--- src/rtl/fa_pkg.sv ---
// Shared definitions for the registered full adder (fa_bl) and its 1-bit cell.
package fa_pkg;

   // Width of the optional add / carry statistics counters.
   localparam int FA_STATS_W = 16;

   // One full-adder bit: returns {cout, s} for inputs a, b and carry-in c.
   function automatic logic [1:0] fa_bit_f(input logic a, input logic b, input logic c);
      logic p;
      p = a ^ b;
      return {(a & b) | (c & p), p ^ c};
   endfunction

endpackage : fa_pkg

--- src/rtl/fa_bit.sv ---
// Combinational 1-bit full-adder cell; one copy per bit of the fa_bl ripple chain.
module fa_bit
   import fa_pkg::*;
(
   input  logic a,
   input  logic b,
   input  logic cin,
   output logic s,
   output logic cout
);

   assign {cout, s} = fa_bit_f(a, b, cin);

endmodule : fa_bit

--- src/rtl/fa_bl.sv ---
// Registered ripple-carry full adder: {carry, sum} = ip1 + ip2 + ip3, one-cycle latency.
// Optional statistics counters (add_cnt, carry_cnt) are built when FA_BL_STATS_EN is defined.
module fa_bl
   import fa_pkg::*;
#(
   parameter int WIDTH = 1
)(
   input  logic                  clk,
   input  logic                  rst,
   input  logic [WIDTH-1:0]      ip1,
   input  logic [WIDTH-1:0]      ip2,
   input  logic                  ip3,
   input  logic                  in_valid,
   output logic                  carry,
   output logic [WIDTH-1:0]      sum,
   output logic                  out_valid
`ifdef FA_BL_STATS_EN
   ,
   output logic [FA_STATS_W-1:0] add_cnt,
   output logic [FA_STATS_W-1:0] carry_cnt
`endif
);

   // Ripple chain: c[0] is the external carry-in, c[WIDTH] the final carry-out.
   logic [WIDTH:0]   c;
   logic [WIDTH-1:0] s;

   assign c[0] = ip3;

   for (genvar i = 0; i < WIDTH; i++) begin : g_bit
      fa_bit u_bit (
         .a    (ip1[i]),
         .b    (ip2[i]),
         .cin  (c[i]),
         .s    (s[i]),
         .cout (c[i+1])
      );
   end

   // Output register: capture the result on a valid input, otherwise hold; valid flag follows in_valid.
   always_ff @(posedge clk) begin
      // NOTE: sequential state is assigned with <= so every register samples pre-edge values.
      if (rst) begin
         carry     <= 1'b0;
         sum       <= '0;
         out_valid <= 1'b0;
      end else begin
         out_valid <= in_valid;
         if (in_valid) begin
            carry <= c[WIDTH];
            sum   <= s;
         end
      end
   end

`ifdef FA_BL_STATS_EN
   localparam logic [FA_STATS_W-1:0] CNT_ONE = FA_STATS_W'(1);

   // Statistics: count accepted adds and those producing a carry-out; both wrap naturally.
   always_ff @(posedge clk) begin
      if (rst) begin
         add_cnt   <= '0;
         carry_cnt <= '0;
      end else if (in_valid) begin
         add_cnt <= add_cnt + CNT_ONE;
         if (c[WIDTH]) begin
            carry_cnt <= carry_cnt + CNT_ONE;
         end
      end
   end
`endif

endmodule : fa_bl

--- config.mk ---
export PLATFORM = sky130hd
export DESIGN_NAME = fa_bl
export DESIGN_NICKNAME = d
export VERILOG_FILES = /design/src/rtl/fa_pkg.sv /design/src/rtl/fa_bit.sv /design/src/rtl/fa_bl.sv
export SDC_FILE = /design/constraint.sdc
export NUM_CORES = 1
export LEC_CHECK = 0
export BUFFER_PORTS_ARGS = -buffer_cell sky130_fd_sc_hd__buf_2
export CAP_MARGIN = 15
export CORE_AREA = 2 2 39 41
export CTS_CLUSTER_DIAMETER = 50
export CTS_CLUSTER_SIZE = 14
export DETAILED_ROUTE_END_ITERATION = 16
export DIE_AREA = 0 0 41 43
export GPL_ROUTABILITY_DRIVEN = 0
export SYNTH_ARGS = -nofsm -noshare
export SYNTH_HDL_FRONTEND = slang
export SYNTH_SLANG_ARGS = --single-unit
--- constraint.sdc ---
create_clock -name clk -period 1.3 [get_ports clk]
set_clock_uncertainty 0.15 [all_clocks]
set_input_delay 0.26 -clock clk [delete_from_list [all_inputs] [get_ports clk]]
set_output_delay 0.26 -clock clk [all_outputs]
set_load 0.02 [all_outputs]
==> results of run 1 <==
## placed cells by master, fill, tap and decap left out
cell,count
fa_1,1
mux2i_1,2
nor2b_1,1
buf_2,8
clkbuf_4,3
nor2_1,2
dfxtp_1,3
clkbuf_1,1
## worst paths after layout
| kind | from | end |
|---|---|---|
| worst max-delay path | sum$_SDFFE_PP0P_ | sum |
| worst min-delay path | rst | sum$_SDFFE_PP0P_ |
| worst max register to register | carry$_SDFFE_PP0P_ | carry$_SDFFE_PP0P_ |
| worst min register to register | sum$_SDFFE_PP0P_ | sum$_SDFFE_PP0P_ |
## through the flow
| step | hold slack [ns] | worst slack, ns | area (um2) |
|---|---|---|---|
| final | 0.0683 | 0.178 | 200 |
| after global routing | 0.0709 | 0.134 | 200 |
| after CTS | 0.0611 | 0.163 | 200 |
| after detailed placement | 0.304 | 0.00827 | 174 |
| after global placement | 0.302 | 0.0164 | 174 |
| after floorplan | 0.182 | 0.155 | 114 |
## registers in the layout (all words and copies together) (netlist names)
name and count:
carry 1, out_valid 1, sum 1
## layout make-up
class	count	area (um2)	share of cell area, %
flip-flops and latches	3	60.1	30.0
clock buffers	4	26.3	13.1
repair buffers	8	40.0	20.0
well taps	16	20.0	10.0
multi-input cells	6	53.8	26.9
## report_power, final
group          internal, mW  leakage, nW  switching (mW)
Sequential           0.0993       0.0249         0.00259
Clock                 0.115       0.0150          0.0470
Combinational        0.0183       0.0595          0.0221
Total                 0.233       0.0993          0.0716
## layer usage
metal	track usage, %	vias to the layer above
met2	3.75	9
met5	0	-
met1	4.19	41
met3	8.38	0
met4	4.00	0
li1	-	52
## logic make-up after synthesis
kind of cell / count (synthesis) / synth area share [%]
fa+ha+maj: 1 / 17.6
flops: 3 / 52.7
mux: 2 / 17.6
simple gates: 3 / 12.1
==> reports/results.tsv, run 1 <==
stage	metric	value	unit
cts	Worst-Skew Late Latency	0.23	ns
route	met2 wire length	68	um
critical_path	Critical Path Stages	1	
timing	final hold vios	0	
layout	Syn-to-layout area delta	75.8	%
cts	clk sinks	3	
yosys	syn nets	16	
die	die area	1760	um2
yosys	top cells by area, synth	dfxtp_1 53%, fa_1 18%, mux2i_1 18%	
yosys	fraction of registers with async set/reset	0	%
layout	Post-Route Utilization	14.5	%
global_routing	GRT Util Overall	4.72	%
worst_hold_path	worst min-delay path class	input pin to flop	
status	outcome	completed	
die	initial core utilization	8.23	%
layout	fin nets	29	
route	final WL	278	um
layout	diode count	0	
place	HPWL Detailed	222	um
global_routing	antenna violations before repair	0	
timing	setup tns final	0	ns
power	Pleak	0.0993	nW
yosys	Yosys warnings	0	
yosys	synthesized instance count	9	
die	die width	41	um
yosys	average cell area after synthesis	12.7	um2
global_routing	first-pass GRT wire length	434	um
timing	Fmax	891	MHz
place	placed cells	33	
cts	Reg clk slew, reported paths	0.04	ns
critical_path	crit path max-delay cell type	dfxtp_1	
route	vias	102	
global_routing	largest net degree at the start of global routing	4	
route	initial DRC count	2	
critical_path	r2r worst-path depth	2	
layout	filler cell count	156	
global_routing	gr ovfl total	0	
critical_path	Crit. End Element	primary output	
critical_path	r2r setup slk	0.58	ns
yosys	top-count cell post-synth	dfxtp_1	
route	# DRC	0	
timing	Least-Margin Pin Slew	0.116	ns
die	area of the core	1380	um2
route	met3 wire length	74	um
layout	final std cells w/o fill	37	
worst_hold_path	hold path cells	2	
critical_path	critical path type	flop to primary output	
critical_path	worst-path cell chain	buf_2	
cts	CTS Buf Count	3	
die	Core Rows	14	
critical_path	CP startpoint kind	flop	
route	DRT met1 WL	134	um
route	top sig layer	met3	
global_routing	vias in the first global route	110	
timing	RSZ-0062 raised after global routing	false	
cts	CTS resizes	0	
critical_path	Req. time, crit path	0.89	ns
run	max-cap violation count	0	
yosys	register bit count reported by yosys	3	
power	Pwr Density	1520	nW/um2
yosys	top cells by count, synth	3 x dfxtp_1, 2 x mux2i_1, 2 x nor2_1	
yosys	Main synth FF type	dfxtp_1	
critical_path	CP max stage delay	0.32	ns
critical_path	Worst Path Buf+Inv	1	
cts	deepest clock path buffer count	2	
power	Final Power	0.304	mW
place	number of port buffers	8	
yosys	Netlist cell types	5	
cts	hold buffer count at cts	0	
die	die height	43	um
route	Via-to-Cell Ratio	2.76	
cts	H-tree depth	1	
cts	setup bufs post-CTS	0	
critical_path	delay-heaviest family, CP	flip-flops	
route	DR pass1 iterations	2	
cts	TritonCTS clock tree	done	
timing	Final Max Tran Viols	0	
yosys	Yosys top cell area share	52.7	%
power	VDD IR-drop max	0.325	mV
timing	fin crit period	1.12	ns
timing	fin crit share	86.3	%
cts	Root Buffer	clkbuf_4	
yosys	Mapped Area	114	um2
critical_path	CP max FO	2	
layout	share of cells above drive strength 1	52.4	%
critical_path	WP data arrival	0.71	ns
yosys	sequential fraction of the synthesis area	52.7	%
timing	Max-slew headroom	92.0	%
route	Antenna Nets Post-Route	0	
timing	Final Setup Violations	0	
yosys	area leader, netlist	dfxtp_1	
yosys	Post-synth EDFFs	0	
route	Avg WL per Cell	7.51	um
die	I/O Pins	9	
Power figures use the tool's default switching activity.
==> inputs of run 2 (changes only) <==
--- a/config.mk
+++ b/config.mk
@@ -5,6 +5,7 @@
 export SDC_FILE = /design/constraint.sdc
 export NUM_CORES = 1
 export LEC_CHECK = 0
+export ABC_AREA = 1
 export BUFFER_PORTS_ARGS = -buffer_cell sky130_fd_sc_hd__buf_2
 export CAP_MARGIN = 15
 export CORE_AREA = 2 2 39 41
@@ -13,6 +14,8 @@
 export DETAILED_ROUTE_END_ITERATION = 16
 export DIE_AREA = 0 0 41 43
 export GPL_ROUTABILITY_DRIVEN = 0
+export PLACE_DENSITY = 0.32
 export SYNTH_ARGS = -nofsm -noshare
 export SYNTH_HDL_FRONTEND = slang
+export SYNTH_HIERARCHICAL = 1
 export SYNTH_SLANG_ARGS = --single-unit
==> reports/results.tsv, run 2 <==
stage	metric	value	unit
global_routing	met1 Use GR	3.51	%
cts	clk sinks	3	
yosys	register bit count reported by yosys	3	
yosys	fraction of registers with async set/reset	0	%
cts	CTS Buf Count	3	
global_routing	first-pass GRT wire length	386	um
critical_path	delay-heaviest family, CP	flip-flops	
layout	commonest non-fill, non-tap cells in the layout	8 x buf_2, 5 x nor2_1, 4 x inv_1, 4 x nand2_1	
cts	setup bufs post-CTS	0	
global_routing	vias in the first global route	121	
yosys	adder-cell share of the synthesized area	15.5	%
timing	WHS	0.0560	ns
die	I/O Pins	9	
timing	fin crit share	86.5	%
cts	H-tree depth	1	
layout	share of cells above drive strength 1	37.9	%
timing	RSZ-0062 raised after global routing	false	
power	Pleak	0.124	nW
die	area of the core	1380	um2
layout	fin nets	37	
timing	Max-slew headroom	92.8	%
cts	Root Buffer	clkbuf_4	
critical_path	CP max stage delay	0.32	ns
critical_path	WP data arrival	0.71	ns
route	Antenna Nets Post-Route	0	
yosys	Yosys warnings	6	
route	Via-to-Cell Ratio	2.89	
power	Pwr Density	1420	nW/um2
yosys	Synth Area in Simple Gates	26.2	%
critical_path	Worst Path Buf+Inv	1	
cts	CTS resizes	0	
critical_path	crit path max-delay cell type	dfxtp_1	
place	placed cells	41	
critical_path	critical path type	flop to primary output	
status	outcome	completed	
yosys	Post-synth EDFFs	0	
yosys	Mapped Area	129	um2
layout	most common cell after layout, fill and taps aside	buf_2	
route	Avg WL per Cell	5.76	um
layout	Syn-to-layout area delta	67.0	%
global_routing	gr ovfl total	0	
die	die height	43	um
yosys	top cells by count, synth	5 x nor2_1, 4 x inv_1, 4 x nand2_1	
yosys	top cells by area, synth	dfxtp_1 47%, fa_1 16%, nor2_1 15%	
route	DR pass1 iterations	1	
yosys	complex-gate fraction of the synthesized area	0	%
cts	Worst-Skew Late Latency	0.23	ns
global_routing	antenna violations before repair	0	
yosys	Yosys top cell area share	46.6	%
die	die width	41	um
layout	filler cell count	163	
run	max-cap violation count	0	
route	vias	130	
cts	hold buffer count at cts	0	
die	Core Rows	14	
cts	deepest clock path buffer count	2	
cts	TritonCTS clock tree	done	
timing	Fmax	889	MHz
yosys	Main synth FF type	dfxtp_1	
critical_path	Crit. End Element	primary output	
layout	Post-Route Utilization	15.6	%
timing	final hold vios	0	
layout	post-route cell area	215	um2
critical_path	CP startpoint kind	flop	
yosys	Post-Synth XOR/XNOR Area	0	%
yosys	syn nets	24	
yosys	largest family of logic cells by synthesized area	simple AND/OR/NAND/NOR gates	
yosys	synthesized instance count	17	
timing	Least-Margin Pin Slew	0.108	ns
yosys	Netlist cell types	5	
place	number of port buffers	8	
layout	Regs by FF count	carry (1), out_valid (1), sum (1)	
layout	diode count	0	
timing	Final Setup Violations	0	
layout	final std cells w/o fill	45	
power	VDD IR-drop max	0.314	mV
route	final WL	259	um
critical_path	CP max FO	2	
global_routing	largest net degree at the start of global routing	6	
route	initial DRC count	0	
yosys	top-count cell post-synth	nor2_1	
timing	Final Max Tran Viols	0	
die	initial core utilization	9.31	%
route	# DRC	0	
timing	setup tns final	0	ns
critical_path	Req. time, crit path	0.89	ns
place	total placed instance area	189	um2
critical_path	worst-path cell chain	buf_2	
yosys	sequential fraction of the synthesis area	46.6	%
yosys	post-synthesis mux area share	0	%
global_routing	met3 Use GR	1.57	%
cts	Reg clk slew, reported paths	0.04	ns
yosys	average cell area after synthesis	7.58	um2
global_routing	Most Crowded Layer GR	met4	
timing	fin crit period	1.12	ns
global_routing	met2 GRT Util	4.38	%
yosys	area leader, netlist	dfxtp_1	
global_routing	GRT Util Overall	3.71	%
die	die area	1760	um2
worst_hold_path	worst min-delay path class	input pin to flop	
run 2: cell types whose count changed after synthesis:
| cell | previous run | this run |
|---|---|---|
| mux2i_1 | 2 | 0 |
| nor2b_1 | 1 | 0 |
| nand2_1 | 0 | 4 |
| inv_1 | 0 | 4 |
| nor2_1 | 2 | 5 |
run 2: cell type report:
type / instances / area [um2] / share of cell area, %
clock buffers: 4 / 26.3 / 12.2
multi-input cells: 10 / 53.8 / 25.0
flip-flops and latches: 3 / 60.1 / 27.9
well taps: 16 / 20.0 / 9.30
inverters: 4 / 15.0 / 6.98
repair buffers: 8 / 40.0 / 18.6
run 2: through the flow:
step                      setup WS, ns  power, mW
after global routing             0.136      0.334
final                            0.175      0.305
after floorplan                  0.137      0.127
after CTS                        0.161      0.315
after detailed placement       -0.0270      0.148
after global placement         -0.0127      0.147
run 2: worst reg2reg max path: stages, from the launching register on:
cell	delay, ns
dfxtp_1	0.30
nor2_1	0.09
nor2_1	0.05
run 2: final timing paths:
path	start	end	slack (ns)	depth (start not counted)
worst max register to register	sum$_SDFFE_PP0P_	sum$_SDFFE_PP0P_	0.61	2
worst min register to register	carry$_SDFFE_PP0P_	carry$_SDFFE_PP0P_	0.32	2
worst max-delay path	carry$_SDFFE_PP0P_	carry	0.18	1
worst min-delay path	rst	out_valid$_SDFF_PP0_	0.06	2
run 2: logic make-up after synthesis:
family	Yosys count
simple gates	9
buf+inv	4
flops	3
fa+ha+maj	1
run 2: power breakdown:
part / switching, mW / internal (mW) / leakage [nW] / total, mW
logic: 0.0249 / 0.0179 / 0.0836 / 0.0428
registers: 0.00259 / 0.0993 / 0.0250 / 0.102
clock network: 0.0459 / 0.115 / 0.0150 / 0.161
total: 0.0733 / 0.232 / 0.124 / 0.305
run 2: routing by layer:
metal | wire [um] | share of wire (%)
met5 | 0 | 0
met2 | 137 | 53
met1 | 95 | 37
met3 | 26 | 10
met4 | 0 | 0
